### src/rtl/any1_branch_update_queue.sv
// Branch-resolution update queue feeding the gselect predictor.
// Define ANY1_BUQ_STATS_EN to enable the saturating dropped-update counter.
module any1_branch_update_queue #(
    parameter int DEPTH = 8,
    parameter int AW    = $clog2(DEPTH)
) (
    input  logic          rst,
    input  logic          clk,
    input  logic          en,
    input  logic          clr,
    input  logic          wr,
    input  logic [31:0]   wip,
    input  logic          wtakb,
    output logic          xisBranch,
    output logic [31:0]   xip,
    output logic          takb,
    output logic          full,
    output logic [AW:0]   count,
    output logic [15:0]   drop_cnt
);

    logic [32:0] mem_q [DEPTH];
    logic [AW:0] wptr_q, wptr_d, rptr_q, rptr_d, count_d;
    logic        valid_q, valid_d;
    logic [31:0] xip_q, xip_d;
    logic        takb_q, takb_d;
    logic        pop, push;

    assign count = wptr_q - rptr_q;
    assign full  = (count == (AW+1)'(DEPTH));

    // The presented entry is consumed on the edge that ends its valid cycle.
    always_comb begin
        pop     = valid_q;
        push    = wr && !clr && (!full || pop);
        rptr_d  = rptr_q;
        wptr_d  = wptr_q;
        count_d = count;
        valid_d = 1'b0;
        xip_d   = xip_q;
        takb_d  = takb_q;
        if (clr) begin
            rptr_d = '0;
            wptr_d = '0;
        end else begin
            rptr_d  = rptr_q + {{AW{1'b0}}, pop};
            wptr_d  = wptr_q + {{AW{1'b0}}, push};
            count_d = wptr_d - rptr_d;
            valid_d = en && (count_d != '0);
            // New head is either the entry being written now or one already stored.
            if (count_d != '0) begin
                if (push && (rptr_d == wptr_q)) begin
                    xip_d  = wip;
                    takb_d = wtakb;
                end else begin
                    {xip_d, takb_d} = mem_q[rptr_d[AW-1:0]];
                end
            end
        end
    end

    always_ff @(posedge clk or posedge rst) begin
        if (rst) begin
            wptr_q  <= '0;
            rptr_q  <= '0;
            valid_q <= 1'b0;
            xip_q   <= '0;
            takb_q  <= 1'b0;
        end else begin
            wptr_q  <= wptr_d;
            rptr_q  <= rptr_d;
            valid_q <= valid_d;
            xip_q   <= xip_d;
            takb_q  <= takb_d;
        end
    end

    always_ff @(posedge clk) begin
        if (push) begin
            mem_q[wptr_q[AW-1:0]] <= {wip, wtakb};
        end
    end

    assign xisBranch = valid_q;
    assign xip       = xip_q;
    assign takb      = takb_q;

`ifdef ANY1_BUQ_STATS_EN
    logic        drop;
    logic [15:0] drop_cnt_q, drop_cnt_d;

    // A clr-killed write is a flush, not a discard, so it is not counted.
    always_comb begin
        drop       = wr && !clr && full && !pop;
        drop_cnt_d = drop_cnt_q;
        if (drop && (drop_cnt_q != 16'hFFFF)) begin
            drop_cnt_d = drop_cnt_q + 16'd1;
        end
    end

    always_ff @(posedge clk or posedge rst) begin
        if (rst) begin
            drop_cnt_q <= '0;
        end else begin
            drop_cnt_q <= drop_cnt_d;
        end
    end

    assign drop_cnt = drop_cnt_q;
`else
    assign drop_cnt = 16'h0000;
`endif

endmodule

### config.mk
export PLATFORM = sky130hd
export DESIGN_NAME = any1_branch_update_queue
export DESIGN_NICKNAME = d
export VERILOG_FILES = /design/src/rtl/any1_branch_update_queue.sv
export SDC_FILE = /design/constraint.sdc
export NUM_CORES = 1
export LEC_CHECK = 0
export BUFFER_PORTS_ARGS = -buffer_cell sky130_fd_sc_hd__buf_4
export CORE_MARGIN = 8
export CORE_UTILIZATION = 38
export DETAILED_ROUTE_END_ITERATION = 10
export MAX_ROUTING_LAYER = met4
export SLEW_MARGIN = 20
export SYNTH_ARGS = -nofsm -noshare
export SYNTH_HDL_FRONTEND = slang
export SYNTH_SLANG_ARGS = --single-unit
### constraint.sdc
create_clock -name clk -period 5.3 [get_ports clk]
set_clock_uncertainty 0.15 [all_clocks]
set_input_delay 0.265 -clock clk [delete_from_list [all_inputs] [get_ports clk]]
set_output_delay 0.265 -clock clk [all_outputs]
set_load 0.03 [all_outputs]
==> out/metrics.csv <==
stage,metric,value,unit
setup_path,critPathRequiredTime,5.53,ns
setup_path,ff2ff_setup_slack,0.53,ns
sta,max_freq,0.210,GHz
pwr,p_sw,2.27,mW
grt,antenna_found_initial,0,
floorplanning,ios,93,
setup_path,worstPathArrival,5.00,ns
clock_tree,cts.htree.levels,2,
sta,layout_min_cycle_time,4.77,ns
setup_path,timing.rr.start,wptr_q[0],
grt,track_usage,0.140,
route,firstDrtPassIters,6,
route,wirelength,26.4,mm
finish,final_cell_mix,"edfxtp_1, nor2_1, buf_4",
sta,fin_ws,0.528,ns
placement,dp_hpwl,14.6,mm
pwr,vdd_drop_max,0.238,mV
synth,yosysWarnings,0,
outcome,status,completed,
finish,antenna_cells,0,
setup_path,critPathKind,flip-flop to flip-flop,
clock_tree,cts_made_buffers,34,
finish,seq_area,0.00898,sq mm
route,vias_per_cell,4.87,
setup_path,end_kind,flip-flop,
pwr,p_seq_frac,0.370,
pwr,p_per_area,520,mW/mm^2
sta,min_period_over_period,0.900,
sta,grt_setup_unrepaired,no,
route,drc_errors,0,
synth,yosysSeqAreaShare,0.711,
synth,synthArstFlopShare,0.137,
synth,synth_flop_cell,edfxtp_1,
floorplanning,die_w,198,microns
clock_tree,insertion_delay,0.49,ns
clock_tree,post_cts_buffers,0,
pwr,clkPwrFrac,0.285,
finish,drive_gt1_frac,0.350,
sta,setup_viol,0,
synth,yosys-top-cells-area,"edfxtp_1, mux4_2, dfrtp_1",
grt,grt_pass1_wl,40.4,mm
grt,gr-total-overflow,0,
synth,syn_area,0.0126,sq mm
finish,nets,843,
synth,synth-seq-cells,306,
placement,pre_cts_ws,0.546,ns
synth,synth_largest_area_cell,edfxtp_1,
placement,gp_congestion,0.748,
sta,fin_setup_tns,0,ns
synth,syn_inst,659,
route,vias,6145,
floorplanning,initial_core_util,0.387,
setup_path,r2r.worst_path.cells,16,
clock_tree,cts_resized,0,
synth,synth_edf_count,264,
clock_tree,cts_hold_buf,36,
route,drt_iter0_markers,399,
synth,yosysTopAreaCellShare,0.628,
clock_tree,cts.sinks,306,
pwr,leakage,5.41,nW
grt,grt_max_degree,67,
clock_tree,cts_tree,built,
synth,synthDistinctLibCells,34,
run,max_cap_violations,0,
finish,mostFrequentLayoutCell,edfxtp_1,
finish,area_growth,20.4,%
finish,fillers,2754,
route,wire_per_inst,20.9,microns
clock_tree,cts_root_buf,clkbuf_16,
pwr,power.share.switching,0.286,
floorplanning,dieArea,0.0393,sq mm
route,detail-route-antenna-nets,0,
placement,portBuffers,76,
synth,syn_area_per_cell,19.2,sq um
sta,slew_headroom,0.316,
sta,finalHoldWorstSlack,0.335,ns
floorplanning,fp-row-count,66,
sta,tightest_slew,1.03,ns
pwr,p_int,5.65,mW
clock_tree,cts.clk_slew.worst_paths,0.06,ns
setup_path,cp-start-kind,flip-flop,
setup_path,r2r-end,xip[28],
setup_path,path_max_fanout,11,
floorplanning,coreArea,0.0326,sq mm
finish,multi_input_area,0.00347,sq mm
clock_tree,clock_path_buffers,3,
hold_path,hp-class,primary input to asynchronous set/reset pin,
sta,hold_viol,0,
sta,report.final.slew_viol_count,0,
floorplanning,die_h,198,microns
pwr,combinationalPowerShare,0.345,
setup_path,cp-startpoint,wptr_q[0],
grt,grt_pass1_vias,6514,
cell families after synthesis:
logic type	share of synthesized area
compound gates	0.00307
xor+xnor	0.00901
fa+ha+maj	0.0115
buf+inv	0.0273
flops	0.711
mux	0.194
other cells	0.000297
simple gates	0.0438
critical path: stages, from the launching register on:
cell     delay [ns]
dfrtp_1        0.49
inv_1          0.10
ha_1           0.21
inv_1          0.07
fa_1           0.44
or4_1          0.53
nor3b_1        0.28
nor3b_1        0.14
ha_1           0.23
ha_1           0.29
ha_1           0.33
a21o_1         0.19
a21oi_1        0.17
xnor2_1        0.13
a41oi_4        0.28
buf_4          0.27
mux2_2         0.36
synth_stat cells, drive strengths merged (2+ instances only):
cell,count
ha,10
xnor2,6
inv,11
buf,34
nor3,2
nor3b,2
nor2,110
clkbuf,13
a21oi,3
nor2b,3
edfxtp,264
dfrtp,42
mux4,66
mux2,66
nand2,3
nand2b,3
nand3,3
xor2,7
or4,2
flip-flops by register name, indices dropped and copies added (netlist names):
name,flops
wptr_q,4
takb,1
xisBranch,1
rptr_q,4
mem_q,264
xip,32
how the worst max path moves through the flow:
stage                        endpoint  depth (start not counted)  slack [ns]
after detailed placement      xip[27]                         16        0.55
after global routing          xip[29]                         16        0.28
after CTS                     xip[27]                         16        0.52
after global placement        xip[27]                         16        0.63
final                         xip[28]                         16        0.53
after floorplan           mem_q[0][0]                         10        0.09
layout make-up:
cell class | count | area share
repair buffers | 131 | 0.0714
multi-input cells | 310 | 0.228
clock buffers | 57 | 0.0698
well taps | 442 | 0.0363
inverters | 11 | 0.00280
clock inverters | 5 | 0.00164
flip-flops and latches | 306 | 0.590
power groups by stage:
stage	Sequential [mW]	Combinational (mW)	Clock, mW
floorplan	3.21	1.87	0
global placement	2.98	2.74	0
detailed placement	2.98	2.77	0
CTS	2.93	2.80	2.32
global route	2.95	2.93	2.41
finish	2.93	2.73	2.25
layer usage:
metal / wire (microns) / vias to the layer above / track usage
met5: 0 / - / -
met4: 473 / 0 / 0.0371
met3: 1090 / 34 / 0.0229
met2: 13200 / 133 / 0.233
met1: 11700 / 3201 / 0.178
li1: - / 2777 / -
metrics by stage:
step	instance area (sq um)	total power [mW]	util	instances
6_report	15200	7.92	0.466	1262
5_1_grt	15200	8.29	0.466	1262
4_1_cts	15200	8.04	0.466	1262
3_5_place_dp	13800	5.75	0.422	1164
3_3_place_gp	13800	5.72	0.422	1164
2_1_floorplan	12700	5.08	-	674
Note: power is estimated with default switching activity, not from simulation.
